File: src/rtl/tank_pkg.sv
// -----------------------------------------------------------------------------
// tank_pkg
// Shared types and constants for the tank movement scheduler slice.
//   - dir_e    : tank facing / move direction (up, down, left, right)
//   - state_e  : scheduler FSM states
//   - grid geometry, coordinate width, tank footprint
//   - reset_x(): spawn column of tank i
// No ports (package).
// -----------------------------------------------------------------------------
package tank_pkg;

    localparam int GRID_W     = 64;   // playfield width in cells
    localparam int GRID_H     = 48;   // playfield height in cells
    localparam int CELL_PX    = 10;   // pixels per cell edge
    localparam int COORD_W    = 6;    // bits per cell coordinate
    localparam int TANK_SZ    = 3;    // square footprint in cells
    localparam int N_TANK_DEF = 5;    // default tank count (index 0 = player)
    localparam int SPAWN_Y    = 22;   // common spawn row

    typedef enum logic [1:0] {
        DIR_UP    = 2'd0,
        DIR_DOWN  = 2'd1,
        DIR_LEFT  = 2'd2,
        DIR_RIGHT = 2'd3
    } dir_e;

    typedef enum logic [2:0] {
        ST_IDLE,
        ST_LOAD,
        ST_CHECK,
        ST_COMMIT,
        ST_DONE
    } state_e;

    // Tanks spawn spread across the field, 12 cells apart.
    function automatic logic [COORD_W-1:0] reset_x(input int i);
        return COORD_W'(2 + 12 * i);
    endfunction

endpackage

File: src/rtl/tank_move_scheduler_if.sv
// -----------------------------------------------------------------------------
// tank_move_scheduler_if
// Bundles the scheduler's frame-level request inputs and renderer outputs.
//   master (game logic / renderer side): drives frame_tick, tank_alive,
//          move_req, move_dir; observes positions, facing and status.
//   slave  (scheduler): the reverse.
// Signals:
//   frame_tick  1-cycle pulse at start of vertical blanking
//   tank_alive  per-tank alive flag
//   move_req    per-tank move request level
//   move_dir    per-tank requested direction, 2 bits each
//   tank_x/y    packed cell position, tank i at [6i+5:6i]
//   tank_dir    packed facing direction
//   busy, upd_done, overrun  status
// -----------------------------------------------------------------------------
interface tank_move_scheduler_if
    import tank_pkg::*;
#(
    parameter int N_TANK = N_TANK_DEF
);
    logic                        frame_tick;
    logic [N_TANK-1:0]           tank_alive;
    logic [N_TANK-1:0]           move_req;
    logic [2*N_TANK-1:0]         move_dir;
    logic [COORD_W*N_TANK-1:0]   tank_x;
    logic [COORD_W*N_TANK-1:0]   tank_y;
    logic [2*N_TANK-1:0]         tank_dir;
    logic                        busy;
    logic                        upd_done;
    logic                        overrun;

    modport master (
        output frame_tick, tank_alive, move_req, move_dir,
        input  tank_x, tank_y, tank_dir, busy, upd_done, overrun
    );

    modport slave (
        input  frame_tick, tank_alive, move_req, move_dir,
        output tank_x, tank_y, tank_dir, busy, upd_done, overrun
    );
endinterface

File: src/rtl/tank_overlap_cmp.sv
// -----------------------------------------------------------------------------
// tank_overlap_cmp
// Combinational footprint-overlap test between a candidate position and one
// other tank: |dx| < TANK_SZ and |dy| < TANK_SZ, masked when the other tank
// is dead or is the tank being moved.
// Ports:
//   i_cand_x/y  candidate top-left cell of the moving tank
//   i_x/i_y     current top-left cell of the other tank
//   i_alive     other tank is alive
//   i_self      other tank is the moving tank itself
//   o_overlap   footprints would intersect
// -----------------------------------------------------------------------------
module tank_overlap_cmp
    import tank_pkg::*;
(
    input  logic [COORD_W-1:0] i_cand_x,
    input  logic [COORD_W-1:0] i_cand_y,
    input  logic [COORD_W-1:0] i_x,
    input  logic [COORD_W-1:0] i_y,
    input  logic               i_alive,
    input  logic               i_self,
    output logic               o_overlap
);
    localparam logic signed [COORD_W:0] SZ = (COORD_W+1)'(TANK_SZ);

    // One extra bit keeps the difference of two unsigned coordinates exact.
    logic signed [COORD_W:0] w_dx, w_dy, w_adx, w_ady;

    assign w_dx  = $signed({1'b0, i_cand_x}) - $signed({1'b0, i_x});
    assign w_dy  = $signed({1'b0, i_cand_y}) - $signed({1'b0, i_y});
    assign w_adx = w_dx[COORD_W] ? -w_dx : w_dx;
    assign w_ady = w_dy[COORD_W] ? -w_dy : w_dy;

    assign o_overlap = i_alive && !i_self && (w_adx < SZ) && (w_ady < SZ);
endmodule

File: src/rtl/tank_move_scheduler.sv
// -----------------------------------------------------------------------------
// tank_move_scheduler
// Per-frame movement sequencer. On frame_tick it latches every tank's move
// request, then services tanks one at a time in index order: update facing,
// clamp to the playfield, optionally test against every other tank, commit.
// Owns the packed position/facing registers read by the pixel renderer.
// Optional feature macro: TANK_COLLISION_EN
//   defined   : LOAD -> CHECK (N_TANK cycles) -> COMMIT, tank-to-tank blocking
//   undefined : LOAD -> COMMIT, bounds clamping only
// Ports:
//   clk_25m  pixel clock
//   rst_n    asynchronous active-low reset
//   bus      tank_move_scheduler_if.slave (requests in, positions/status out)
// -----------------------------------------------------------------------------
module tank_move_scheduler
    import tank_pkg::*;
#(
    parameter int N_TANK = N_TANK_DEF
)(
    input  logic                  clk_25m,
    input  logic                  rst_n,
    tank_move_scheduler_if.slave  bus
);
    localparam int IDX_W = (N_TANK > 1) ? $clog2(N_TANK) : 1;
    localparam logic [IDX_W-1:0]        LAST_IDX = IDX_W'(N_TANK - 1);
    localparam logic signed [COORD_W:0] ONE      = (COORD_W+1)'(1);
    localparam logic signed [COORD_W:0] X_MAX    = (COORD_W+1)'(GRID_W - TANK_SZ);
    localparam logic signed [COORD_W:0] Y_MAX    = (COORD_W+1)'(GRID_H - TANK_SZ);

    state_e               r_state;
    logic [IDX_W-1:0]     r_idx;
    logic [N_TANK-1:0]    r_req;
    logic [N_TANK-1:0]    r_alive;
    logic [1:0]           r_ldir [N_TANK];
    logic [COORD_W-1:0]   r_x    [N_TANK];
    logic [COORD_W-1:0]   r_y    [N_TANK];
    logic [1:0]           r_tdir [N_TANK];
    logic [COORD_W-1:0]   r_cand_x, r_cand_y;
    logic                 r_blocked;
    logic                 r_busy, r_upd_done, r_overrun;

    dir_e                    w_dir;
    logic signed [COORD_W:0] w_cand_x, w_cand_y;
    logic                    w_skip, w_in_bounds, w_advance;

    // NOTE: every always_comb output gets a default first so no path can
    // leave it unassigned and infer a latch.
    always_comb begin
        w_dir    = dir_e'(r_ldir[r_idx]);
        w_cand_x = $signed({1'b0, r_x[r_idx]});
        w_cand_y = $signed({1'b0, r_y[r_idx]});
        case (w_dir)
            DIR_UP:    w_cand_y = w_cand_y - ONE;
            DIR_DOWN:  w_cand_y = w_cand_y + ONE;
            DIR_LEFT:  w_cand_x = w_cand_x - ONE;
            DIR_RIGHT: w_cand_x = w_cand_x + ONE;
        endcase
        // Bounds are checked on the 7-bit signed value, before truncation.
        w_in_bounds = !w_cand_x[COORD_W] && (w_cand_x <= X_MAX) &&
                      !w_cand_y[COORD_W] && (w_cand_y <= Y_MAX);
        w_skip      = !r_alive[r_idx] || !r_req[r_idx];
        w_advance   = ((r_state == ST_LOAD) && (w_skip || !w_in_bounds)) ||
                      (r_state == ST_COMMIT);
    end

`ifdef TANK_COLLISION_EN
    logic [IDX_W-1:0] r_j;
    logic             w_overlap;

    // Compares against live registers, so lower indices already moved.
    tank_overlap_cmp u_overlap (
        .i_cand_x  (r_cand_x),
        .i_cand_y  (r_cand_y),
        .i_x       (r_x[r_j]),
        .i_y       (r_y[r_j]),
        .i_alive   (r_alive[r_j]),
        .i_self    (r_j == r_idx),
        .o_overlap (w_overlap)
    );
`endif

    // NOTE: the position/facing arrays are architectural state seen by the
    // renderer, so they are reset element by element (small register arrays,
    // not a RAM).
    // NOTE: sequential state uses non-blocking assignments only, so every
    // register samples pre-edge values regardless of statement order.
    always_ff @(posedge clk_25m or negedge rst_n) begin
        if (!rst_n) begin
            r_state    <= ST_IDLE;
            r_idx      <= '0;
            r_req      <= '0;
            r_alive    <= '0;
            r_cand_x   <= '0;
            r_cand_y   <= '0;
            r_blocked  <= 1'b0;
            r_busy     <= 1'b0;
            r_upd_done <= 1'b0;
            r_overrun  <= 1'b0;
`ifdef TANK_COLLISION_EN
            r_j        <= '0;
`endif
            for (int i = 0; i < N_TANK; i++) begin
                r_ldir[i] <= 2'd0;
                r_x[i]    <= reset_x(i);
                r_y[i]    <= COORD_W'(SPAWN_Y);
                r_tdir[i] <= DIR_UP;
            end
        end else begin
            r_upd_done <= 1'b0;
            // Any tick outside IDLE (including DONE) is dropped and flagged.
            r_overrun  <= bus.frame_tick && (r_state != ST_IDLE);

            case (r_state)
                ST_IDLE: begin
                    if (bus.frame_tick) begin
                        r_req   <= bus.move_req;
                        r_alive <= bus.tank_alive;
                        for (int i = 0; i < N_TANK; i++)
                            r_ldir[i] <= bus.move_dir[2*i +: 2];
                        r_idx   <= '0;
                        r_busy  <= 1'b1;
                        r_state <= ST_LOAD;
                    end
                end
                ST_LOAD: begin
                    if (!w_skip) begin
                        // Facing follows the request even when the move is clamped.
                        r_tdir[r_idx] <= w_dir;
                        if (w_in_bounds) begin
                            r_cand_x  <= w_cand_x[COORD_W-1:0];
                            r_cand_y  <= w_cand_y[COORD_W-1:0];
                            r_blocked <= 1'b0;
`ifdef TANK_COLLISION_EN
                            r_j       <= '0;
                            r_state   <= ST_CHECK;
`else
                            r_state   <= ST_COMMIT;
`endif
                        end
                    end
                end
`ifdef TANK_COLLISION_EN
                ST_CHECK: begin
                    if (w_overlap)
                        r_blocked <= 1'b1;
                    if (r_j == LAST_IDX)
                        r_state <= ST_COMMIT;
                    else
                        r_j <= r_j + 1'b1;
                end
`endif
                ST_COMMIT: begin
                    if (!r_blocked) begin
                        r_x[r_idx] <= r_cand_x;
                        r_y[r_idx] <= r_cand_y;
                    end
                end
                ST_DONE: r_state <= ST_IDLE;
                default: r_state <= ST_IDLE;
            endcase

            // Shared "next tank" step; overrides the state chosen above.
            if (w_advance) begin
                if (r_idx == LAST_IDX) begin
                    r_state    <= ST_DONE;
                    r_busy     <= 1'b0;
                    r_upd_done <= 1'b1;
                end else begin
                    r_idx   <= r_idx + 1'b1;
                    r_state <= ST_LOAD;
                end
            end
        end
    end

    for (genvar g = 0; g < N_TANK; g++) begin : g_pack
        assign bus.tank_x[COORD_W*g +: COORD_W] = r_x[g];
        assign bus.tank_y[COORD_W*g +: COORD_W] = r_y[g];
        assign bus.tank_dir[2*g +: 2]           = r_tdir[g];
    end

    assign bus.busy     = r_busy;
    assign bus.upd_done = r_upd_done;
    assign bus.overrun  = r_overrun;
endmodule

File: src/flat_wrapper.sv
// flat-port wrapper written by rule: the top's interface ports become plain ports
module tank_move_scheduler_flat import tank_pkg::*;
#(
    parameter int N_TANK = N_TANK_DEF
)
  (clk_25m, rst_n, bus_frame_tick, bus_tank_alive, bus_move_req, bus_move_dir, bus_tank_x, bus_tank_y, bus_tank_dir, bus_busy, bus_upd_done, bus_overrun);
  tank_move_scheduler_if #(.N_TANK(N_TANK)) bus_i ();
  input  logic clk_25m;
  input  logic rst_n;
  input wire logic [$bits(bus_i.frame_tick)-1:0] bus_frame_tick;
  input wire logic [$bits(bus_i.tank_alive)-1:0] bus_tank_alive;
  input wire logic [$bits(bus_i.move_req)-1:0] bus_move_req;
  input wire logic [$bits(bus_i.move_dir)-1:0] bus_move_dir;
  output wire logic [$bits(bus_i.tank_x)-1:0] bus_tank_x;
  output wire logic [$bits(bus_i.tank_y)-1:0] bus_tank_y;
  output wire logic [$bits(bus_i.tank_dir)-1:0] bus_tank_dir;
  output wire logic [$bits(bus_i.busy)-1:0] bus_busy;
  output wire logic [$bits(bus_i.upd_done)-1:0] bus_upd_done;
  output wire logic [$bits(bus_i.overrun)-1:0] bus_overrun;
  assign bus_i.frame_tick = bus_frame_tick;
  assign bus_i.tank_alive = bus_tank_alive;
  assign bus_i.move_req = bus_move_req;
  assign bus_i.move_dir = bus_move_dir;
  assign bus_tank_x = bus_i.tank_x;
  assign bus_tank_y = bus_i.tank_y;
  assign bus_tank_dir = bus_i.tank_dir;
  assign bus_busy = bus_i.busy;
  assign bus_upd_done = bus_i.upd_done;
  assign bus_overrun = bus_i.overrun;
  tank_move_scheduler #(.N_TANK(N_TANK)) u_core (.clk_25m(clk_25m), .rst_n(rst_n), .bus(bus_i));
endmodule
File: config.mk
export PLATFORM = sky130hd
export DESIGN_NAME = tank_move_scheduler_flat
export DESIGN_NICKNAME = d
export VERILOG_FILES = /design/src/rtl/tank_pkg.sv /design/src/rtl/tank_move_scheduler_if.sv /design/src/rtl/tank_overlap_cmp.sv /design/src/rtl/tank_move_scheduler.sv /design/src/flat_wrapper.sv
export SDC_FILE = /design/constraint.sdc
export NUM_CORES = 1
export LEC_CHECK = 0
export ABC_CLOCK_PERIOD_IN_PS = 5100
export CORE_MARGIN = 2
export CORE_UTILIZATION = 54
export DETAILED_ROUTE_END_ITERATION = 8
export PLACE_DENSITY = 0.78
export SLEW_MARGIN = 25
export SYNTH_ARGS = -nofsm -noshare
export SYNTH_HDL_FRONTEND = slang
export SYNTH_SLANG_ARGS = --single-unit
File: constraint.sdc
create_clock -name clk_25m -period 5.1 [get_ports clk_25m]
set_input_delay 0.765 -clock clk_25m [delete_from_list [all_inputs] [get_ports clk_25m]]
set_output_delay 0.765 -clock clk_25m [all_outputs]
set_load 0.01 [all_outputs]
==> results of run 1 <==
-- logic make-up (layout without fill, tap and decap cells) --
family | count (synthesis) | after routing
AND/OR/NAND/NOR | 114 | 114
multiplexers | 113 | 113
flip-flops | 111 | 111
AO/OA/AOI/OAI | 93 | 93
buffers and inverters | 40 | 140
adder cells (fa/ha/maj) | 14 | 14
XOR/XNOR | 9 | 9
-- layer usage --
metal  track usage [%]  routed length (um)  vias up
li1                  -                   -     1968
met1              35.6                6290     2133
met2              44.3                7070      118
met3              4.01                 654       18
met4              9.55                 251        0
met5                 0                   0        -
-- registers in the layout (all words and copies together), names as in the netlist --
register / flops
u_core.bus.tank_x: 30
u_core.bus.tank_y: 30
u_core.bus.tank_dir: 10
u_core.r_ldir: 10
u_core.r_cand_x: 6
u_core.r_cand_y: 6
u_core.r_alive: 5
u_core.r_req: 5
u_core.r_idx: 3
u_core.r_state: 3
u_core.bus.busy: 1
u_core.bus.overrun: 1
u_core.bus.upd_done: 1
-- critical path, stage by stage, from the launching register on --
cell and delay (ns):
dfrtp_1 0.58, nor2b_1 0.28, a22oi_1 0.14, o22ai_2 0.31
nand2_1 0.26, fa_1 0.51, a211oi_1 0.29, o21bai_1 0.13
a21oi_1 0.23, mux2i_1 0.11, mux2_1 0.32, a311o_1 0.38
or3b_1 0.71, mux2_1 0.45
-- stage by stage --
step	hold WS, ns	instances	power, uW	worst slack (ns)	cell area, sq um
2_1_floorplan	0.469	494	3560	0.513	5730
3_3_place_gp	0.463	714	4540	0.476	6830
3_5_place_dp	0.470	714	4580	0.350	6830
4_1_cts	0.491	730	5120	0.316	7020
5_1_grt	0.470	730	5490	0.0505	7030
6_report	0.407	730	5120	0.263	7030
-- report_power, final --
group	switching [uW]	internal [uW]	leakage (uW)
sequential	286	1270	0.00135
combinational	1560	1470	0.00164
clock	292	240	0.0000964
total	2140	2980	0.00309
-- cells in the final DEF (no fill, tap or decap), drive strengths merged, types with 3 or more instances in the layout --
cell type,netlist,final
o2bb2ai,3,3
ha,12,12
nand2,45,45
a32oi,3,3
dfrtp,83,83
buf,14,16
o21ai,27,27
a211oi,5,5
nor3,4,4
o22ai,4,4
a31oi,3,3
clkinv,1,3
mux2i,18,18
nor2b,9,9
mux2,94,94
nand3,8,8
and2,4,4
a21oi,20,20
dfstp,28,28
clkdlybuf4s50,0,94
xor2,7,7
nand2b,10,10
and3,4,4
a221oi,4,4
o211ai,5,5
a22oi,4,4
clkbuf,12,12
inv,13,13
nor2,20,20
-- Yosys cell counts, types with 3 or more instances --
cell       number  area share [%]
a211oi_1        5            0.65
a21oi_1        20             1.7
a221oi_1        4            0.61
a22oi_1         4            0.52
a31oi_1         3            0.33
a32oi_1         3            0.46
and2_1          4            0.44
and3_1          4            0.44
buf_1           3            0.20
buf_2           6            0.52
buf_6           3            0.59
clkbuf_1       12            0.79
dfrtp_1        83              36
dfstp_2        28              13
ha_1           12             2.6
inv_1          12            0.79
mux2_1          3            0.59
mux2_2         85              17
mux2_4          6             1.6
mux2i_1        18             3.1
nand2_1        45             2.9
nand2b_1       10             1.1
nand3_1         8            0.70
nor2_1         19             1.2
nor2b_1         9            0.98
nor3_1          4            0.35
o211ai_1        5            0.65
o21ai_0        24             2.1
o22ai_1         3            0.33
o2bb2ai_1       3            0.46
xor2_1          7             1.1
-- cell type report --
class | count | area, sq um
inverter | 14 | 52.6
clock buffer | 12 | 145
sequential | 111 | 2810
fill | 810 | 3300
timing repair buffer | 110 | 1060
multi-input combinational | 343 | 2730
clock inverter | 4 | 47.5
tap | 136 | 170
-- worst max-delay path by stage --
stage,start,to,slack [ns]
floorplan,u_core.r_idx[1],u_core.r_cand_x[5],0.51
global placement,u_core.r_idx[0],u_core.r_cand_x[2],0.48
detailed placement,u_core.r_idx[0],u_core.r_cand_x[2],0.35
CTS,u_core.r_idx[0],u_core.r_cand_x[2],0.32
global route,u_core.r_idx[0],u_core.r_cand_x[0],0.05
finish,u_core.r_idx[0],u_core.r_cand_x[2],0.26
==> flow_summary.json, run 1 <==
{
  "viasPerCell": 5.80,
  "route.detailed.drc": 0,
  "synthSimpleGateAreaFrac_pct": 9.71,
  "regToRegSetupSlack_ns": 0.26,
  "syn_area_sq_um": 5730,
  "irDropWorstVdd_mv": 0.330,
  "timing.critical_path.required_ns": 5.36,
  "port_buffers": 95,
  "final-setup-viol-count": 0,
  "timing_hold_violations_final": 0,
  "dp.final_hpwl_um": 10100,
  "period_needed_ns": 4.84,
  "timing.critical_path.fanout_max": 13,
  "max_freq_ghz": 0.207,
  "grtUsageTotal_pct": 26.7,
  "timing.rr.start": "u_core.r_idx[0]",
  "status": "complete, no violations",
  "drtIter0Drc": 229,
  "post_cts.repair.setup_buffers": 0,
  "synth_edf_count": 0,
  "post-route-util_pct": 68.1,
  "cts_made_buffers": 9,
  "number_of_antenna_repair_diodes": 0,
  "floorplan.die.width_um": 107,
  "unrepaired_setup_endpoints_after_global_routing": "false",
  "placeableCoreArea_sq_um": 10300,
  "ys.flop_type": "dfrtp_1",
  "grt_pass1_wl_um": 23400,
  "cts_repair_resize_count": 0,
  "holdBufCountCts": 0,
  "post_route_clock_period_utilization_pct": 94.9,
  "hold_path_class": "primary input to asynchronous set/reset pin",
  "synth_async_sr_flop_share_pct": 100,
  "yosys-mux-area-fraction_pct": 22.4,
  "top_level_ports": 96,
  "clkSlewWorstSetupHoldPaths_ns": 0.10,
  "maxCapViolations": 0,
  "synthToLayoutAreaGrowth_pct": 22.6,
  "power.leakage_uw": 0.00309,
  "clock-sinks": 111,
  "routed-via-count": 4237,
  "timing.setup.critical_path_class": "flop to flop",
  "combinational_family_with_the_most_area_after_synthesis": "multiplexers",
  "worst-slew-pin-transition_ns": 0.968,
  "syn_inst": 494,
  "wl_final_um": 14300,
  "setup.worst_path.end_class": "flop",
  "grt-ovfl-total": 0,
  "latest_clock_arrival_within_the_worst_skew_pair_ns": 0.38,
  "synth.distinct_cells": 59,
  "power.density_nw_per_um2": 729,
  "ctsLongestPathBuffers": 2,
  "syn-num-nets": 531,
  "h-tree-depth": 3,
  "critPathLaunchType": "flop",
  "vias_in_the_first_global_route": 4411,
  "slew-limit-headroom_pct": 35.3,
  "first_pass_iters": 4,
  "warnings_synthesis": 0,
  "synth_compound_area_share_pct": 10.9,
  "synth-seq-area-share_pct": 49.1,
  "syn_avg_cell_area_sq_um": 11.6,
  "tritoncts": "built",
  "ctsRootBufferMaster": "clkbuf_8",
  "core.rowCount": 37,
  "grt_max_degree": 87,
  "flip_flop_and_latch_count_after_synthesis": 111,
  "arrival_time_at_the_worst_endpoint_ns": 5.10,
  "antenna_violating_nets_post_route": 0,
  "design.final.nets": 626,
  "adder_cell_share_of_the_synthesized_area_pct": 3.32,
  "wire_per_inst_um": 19.5,
  "r2r-end": "u_core.r_cand_x[2]",
  "layout-drive-gt1-share_pct": 26.4,
  "reg2regPathDepth": 13,
  "die-area_sq_um": 11500,
  "clock_skew_ns": 0.0108,
  "floorplan.initialDensity_pct": 55.5,
  "timing_max_transition_violations_final": 0,
  "synth_xor_area_share_pct": 1.37,
  "setup_tns_ns": 0,
  "grt_antenna_before_repair": 0,
  "die-height_um": 107,
  "gp_congestion": 0.894
}
No activity file was read; power rests on OpenSTA's default activity.
==> run 2: changes to the inputs <==
--- a/config.mk
+++ b/config.mk
@@ -7,9 +7,10 @@
 export LEC_CHECK = 0
 export ABC_CLOCK_PERIOD_IN_PS = 5100
 export CORE_MARGIN = 2
-export CORE_UTILIZATION = 54
+export CORE_UTILIZATION = 64
 export DETAILED_ROUTE_END_ITERATION = 8
-export PLACE_DENSITY = 0.78
+export DONT_BUFFER_PORTS = 1
+export PLACE_DENSITY = 0.77
 export SLEW_MARGIN = 25
 export SYNTH_ARGS = -nofsm -noshare
 export SYNTH_HDL_FRONTEND = slang
==> run 2 against run 1 <==
Against the previous run: flip-flop and latch count unchanged; maximum frequency rose by 7.0%; utilization is 0.90 points higher; cell area fell by 14%; critical path type unchanged; critical endpoint unchanged; largest power group unchanged.
==> flow_summary.json, run 2 (synthesized netlist as in run 1, its figures left out) <==
{
  "irDropWorstVdd_mv": 0.347,
  "critPathLaunchType": "flop",
  "timing_max_transition_violations_final": 0,
  "unrepaired_setup_endpoints_after_global_routing": "false",
  "hold_path_class": "primary input to asynchronous set/reset pin",
  "post_cts.repair.setup_buffers": 0,
  "wire_per_inst_um": 21.4,
  "holdBufCountCts": 0,
  "synthToLayoutAreaGrowth_pct": 4.91,
  "layout.filler_cells": 683,
  "setup.worst_path.end_class": "flop",
  "layout-drive-gt1-share_pct": 31.4,
  "final_common_cell": "mux2_2",
  "clock-sinks": 111,
  "status": "complete, no violations",
  "power.density_nw_per_um2": 779,
  "clkSlewWorstSetupHoldPaths_ns": 0.11,
  "wl_final_um": 13000,
  "grt-ovfl-total": 0,
  "setup_tns_ns": 0,
  "die-height_um": 98.6,
  "number_of_antenna_repair_diodes": 0,
  "timing.critical_path.fanout_max": 15,
  "h-tree-depth": 3,
  "tritoncts": "built",
  "post-route-util_pct": 69.0,
  "gp_congestion": 0.923,
  "max_freq_ghz": 0.221,
  "final-setup-viol-count": 0,
  "routed-via-count": 3850,
  "core.rowCount": 34,
  "die-area_sq_um": 9730,
  "grt_max_degree": 112,
  "grt_pass1_wl_um": 21100,
  "multi_input_comb_area_sq_um": 2740,
  "slowest_stage": "or3b_4",
  "grtUsageTotal_pct": 27.6,
  "max_stage_delay_ns": 0.53,
  "viasPerCell": 6.36,
  "ff_latch_area_sq_um": 2810,
  "cts_made_buffers": 9,
  "floorplan.die.width_um": 98.6,
  "post_route_clock_period_utilization_pct": 88.7,
  "period_needed_ns": 4.52,
  "power.leakage_uw": 0.00273,
  "port_buffers": 0,
  "reg2regPathDepth": 14,
  "critical_path.cell_chain": "buf_4 > nor3b_1 > a21oi_1 > o22ai_2 > nand2_1 > fa_1 > a211oi_1 > o21bai_1 > a21oi_1 > mux2i_1 > mux2_1 > a311o_1 > or3b_4 > mux2_1",
  "route.detailed.drc": 0,
  "clock_skew_ns": 0.0171,
  "timing.critical_path.required_ns": 5.36,
  "timing_hold_violations_final": 0,
  "maxCapViolations": 0,
  "design.final.nets": 529,
  "placeableCoreArea_sq_um": 8720,
  "ctsLongestPathBuffers": 2,
  "r2r-end": "u_core.r_cand_x[2]",
  "vias_in_the_first_global_route": 3985,
  "floorplan.initialDensity_pct": 65.7,
  "regToRegSetupSlack_ns": 0.58,
  "first_pass_iters": 4,
  "timing.setup.critical_path_class": "flop to flop",
  "slew-limit-headroom_pct": 36.9,
  "worst-slew-pin-transition_ns": 0.943,
  "layout_common_cells": "85 x mux2_2, 83 x dfrtp_1, 45 x nand2_1",
  "dp.final_hpwl_um": 9160,
  "ctsRootBufferMaster": "clkbuf_8",
  "top_level_ports": 96,
  "antenna_violating_nets_post_route": 0,
  "drtIter0Drc": 189,
  "latest_clock_arrival_within_the_worst_skew_pair_ns": 0.38,
  "grt_antenna_before_repair": 0,
  "timing.rr.start": "u_core.r_idx[0]",
  "arrival_time_at_the_worst_endpoint_ns": 4.78
}
==> run 2: stage by stage <==
step                      instances  worst slack, ns  power [uW]  hold slack, ns  cell area, sq um
after global placement          589            0.504        4090           0.472              5830
final                           605            0.578        4680          0.0675              6010
after detailed placement        589            0.355        4170           0.472              5830
after floorplan                 494            0.513        3560           0.469              5730
after global routing            605            0.195        5030          0.0463              6010
after CTS                       605            0.337        4670          0.0609              6010
==> run 2: power breakdown <==
| part | internal, uW | leakage (uW) | switching [uW] | total (uW) |
|---|---|---|---|---|
| combinational | 1140 | 0.00128 | 1380 | 2520 |
| clock | 187 | 0.0000907 | 306 | 493 |
| sequential | 1280 | 0.00135 | 395 | 1670 |
==> run 2: worst max path at each step <==
| stage | from | end | slack (ns) | cells past startpoint |
|---|---|---|---|---|
| floorplan | u_core.r_idx[1] | u_core.r_cand_x[5] | 0.51 | 17 |
| CTS | u_core.r_idx[0] | u_core.r_cand_x[2] | 0.34 | 14 |
| global route | u_core.r_idx[0] | u_core.r_cand_x[2] | 0.19 | 14 |
| global placement | u_core.r_idx[0] | u_core.r_cand_x[2] | 0.50 | 14 |
| finish | u_core.r_idx[0] | u_core.r_cand_x[2] | 0.58 | 14 |
| detailed placement | u_core.r_idx[0] | u_core.r_cand_x[0] | 0.36 | 14 |
==> run 2: metal layers <==
metal	vias up	track usage, %	share of wire, %
li1	1770	-	-
met1	1918	37.1	42
met2	145	44.1	48
met3	17	7.16	8.0
met4	0	9.27	1.5
met5	-	0	0
==> run 2: timing repair <==
item	4_1_cts	5_1_grt
setup endpoints to repair	0	9
resized for setup	0	2
endpoints found under the hold margin	0	0
==> run 2: layout make-up <==
| class | instances | share of cell area (%) |
|---|---|---|
| clock buffer | 10 | 2.12 |
| tap | 108 | 2.25 |
| clock inverter | 6 | 0.874 |
| sequential | 111 | 46.8 |
| timing repair buffer | 13 | 1.62 |
| inverter | 14 | 0.874 |
| multi-input combinational | 343 | 45.5 |
==> run 2: critical path, delay by kind of cell (launching register included) <==
kind	cells	cell delay, ns
adder cells (fa/ha/maj)	1	0.52
AO/OA/AOI/OAI	6	1.36
buffers and inverters	1	0.25
flip-flops	1	0.50
AND/OR/NAND/NOR	3	0.98
multiplexers	3	0.77
==> run 3: changes to the inputs <==
--- a/config.mk
+++ b/config.mk
@@ -7,10 +7,11 @@
 export LEC_CHECK = 0
 export ABC_CLOCK_PERIOD_IN_PS = 5100
 export CORE_MARGIN = 2
-export CORE_UTILIZATION = 64
+export CORE_UTILIZATION = 35
 export DETAILED_ROUTE_END_ITERATION = 8
 export DONT_BUFFER_PORTS = 1
-export PLACE_DENSITY = 0.77
+export HOLD_SLACK_MARGIN = 0.03
+export PLACE_DENSITY = 0.46
 export SLEW_MARGIN = 25
 export SYNTH_ARGS = -nofsm -noshare
 export SYNTH_HDL_FRONTEND = slang
==> run 3 against run 2 <==
Against the previous run: flip-flop and latch count stayed put; hold slack better by 0.031 ns; routed wire length is 19% higher; largest power group unchanged; clock-buffer cell count is 1 higher.
==> flow_summary.json, run 3 (synthesized netlist as in run 1, its figures left out) <==
{
  "layout-drive-gt1-share_pct": 31.7,
  "h-tree-depth": 3,
  "post_route_clock_period_utilization_pct": 91.1,
  "synthToLayoutAreaGrowth_pct": 9.78,
  "port_buffers": 0,
  "ctsRootBufferMaster": "clkbuf_16",
  "reg2regPathDepth": 14,
  "hold_path_class": "primary input to asynchronous set/reset pin",
  "ff_latch_area_sq_um": 2810,
  "latest_clock_arrival_within_the_worst_skew_pair_ns": 0.36,
  "viasPerCell": 5.31,
  "max_stage_delay_ns": 0.53,
  "vias_in_the_first_global_route": 3858,
  "slowest_stage": "or3b_4",
  "wire_per_inst_um": 21.6,
  "clock-sinks": 111,
  "holdBufCountCts": 0,
  "worst-slew-pin-transition_ns": 1.06,
  "gp_congestion": 0.871,
  "setup_tns_ns": 0,
  "route.detailed.drc": 0,
  "floorplan.die.width_um": 132,
  "critical_path_s_most_frequent_cell": "mux2_1",
  "critical_path.cell_chain": "buf_4 > nor2b_1 > a22oi_1 > o22ai_2 > nand2_1 > fa_1 > a211oi_1 > o21bai_1 > a21oi_1 > mux2i_1 > mux2_1 > a311o_1 > or3b_4 > mux2_1",
  "final-setup-viol-count": 0,
  "dp.final_hpwl_um": 10900,
  "grt-ovfl-total": 0,
  "cts_made_buffers": 9,
  "timing_max_transition_violations_final": 0,
  "number_of_antenna_repair_diodes": 0,
  "setup.worst_path.end_class": "flop",
  "timing.critical_path.required_ns": 5.33,
  "multi_input_comb_area_sq_um": 2740,
  "maxCapViolations": 0,
  "drtIter0Drc": 178,
  "period_needed_ns": 4.65,
  "final_common_cell": "mux2_2",
  "post-layout-total-power_uw": 4990,
  "dpl-instance-area_sq_um": 5990,
  "layout_common_cells": "85 x mux2_2, 83 x dfrtp_1, 45 x nand2_1",
  "grt_max_degree": 112,
  "timing_hold_violations_final": 0,
  "grt_pass1_wl_um": 24100,
  "irDropWorstVdd_mv": 0.247,
  "design.final.nets": 530,
  "post_cts.repair.setup_buffers": 0,
  "timing.setup.critical_path_class": "flop to flop",
  "clkSlewWorstSetupHoldPaths_ns": 0.07,
  "unrepaired_setup_endpoints_after_global_routing": "false",
  "ctsLongestPathBuffers": 2,
  "critPathLaunchType": "flop",
  "power.leakage_uw": 0.00279,
  "tritoncts": "built",
  "grtUsageTotal_pct": 18.1,
  "antenna_violating_nets_post_route": 0,
  "die-height_um": 132,
  "first_pass_iters": 4,
  "final_cell_area_excluding_filler_cells_sq_um": 6290,
  "timing.critical_path.fanout_max": 13,
  "instances_no_fill": 714,
  "top_level_ports": 96,
  "arrival_time_at_the_worst_endpoint_ns": 4.88,
  "status": "complete, no violations",
  "power.density_nw_per_um2": 794,
  "clock_skew_ns": 0.00723,
  "layout.filler_cells": 1583,
  "die-area_sq_um": 17400,
  "grt_antenna_before_repair": 0,
  "floorplan.initialDensity_pct": 36.0,
  "dp_cells": 698,
  "routed-via-count": 3789,
  "max_freq_ghz": 0.215,
  "core.rowCount": 46,
  "wl_final_um": 15400,
  "placeableCoreArea_sq_um": 15900,
  "slew-limit-headroom_pct": 29.2
}
## run 3: changes by cell type in the layout (fill, tap and decap cells not counted)
cell | before | now
clkinv_2 | 1 | 2
clkinv_4 | 1 | 0
nand3_1 | 8 | 7
nand3_2 | 0 | 1
bufinv_16 | 0 | 1
inv_8 | 2 | 0
clkbuf_16 | 0 | 9
buf_12 | 0 | 1
clkbuf_8 | 9 | 1
## run 3: worst paths after layout
path | slack [ns] | start | end
hold / removal | 0.1 | rst_n | u_core.bus.tank_dir[7]
setup reg to reg | 0.45 | u_core.r_idx[0] | u_core.r_cand_x[0]
setup / recovery | 0.45 | u_core.r_idx[0] | u_core.r_cand_x[0]
max in group asynchronous | 4.78 | rst_n | u_core.bus.tank_x[15]
hold reg to reg | 0.50 | u_core.r_alive[4] | u_core.r_alive[4]
min in group clk_25m | 0.50 | u_core.r_alive[4] | u_core.r_alive[4]
## run 3: cell type report
type	instances	share of cell area, %
inverter	14	0.835
sequential	111	44.7
timing repair buffer	14	1.87
tap	216	4.29
clock inverter	5	0.895
multi-input combinational	343	43.6
clock buffer	11	3.86
## run 3: repair_timing
item	in CTS	in global routing
gates resized for setup	0	2
endpoints found under the hold margin	0	0
endpoints found under the setup margin	0	9
## run 3: power breakdown
part / switching, uW / internal, uW
logic: 1430 / 1150
clock network: 324 / 395
registers: 411 / 1280
total: 2170 / 2830
## run 3: layer usage
layer | global-route usage (%) | up-vias | part of all wire [%]
li1 | - | 1773 | -
met1 | 23.5 | 1919 | 45
met2 | 29.4 | 81 | 48
met3 | 5.42 | 16 | 5.7
met4 | 5.31 | 0 | 1.3
met5 | 0 | - | 0
## run 3: stage by stage
step,util [%],setup slack [ns],hold WS [ns]
global route,39.5,0.149,0.0758
floorplan,-,0.513,0.469
global placement,37.5,0.403,0.475
finish,39.5,0.453,0.0987
detailed placement,37.5,0.144,0.474
CTS,39.4,0.136,0.0814
## run 3: worst max-delay path, delay by kind of cell, from the launching register on
family          cells  cell delay (ns)
mux                 3             0.80
fa+ha+maj           1             0.51
compound gates      6             1.53
flops               1             0.49
simple gates        3             0.96
buf+inv             1             0.24
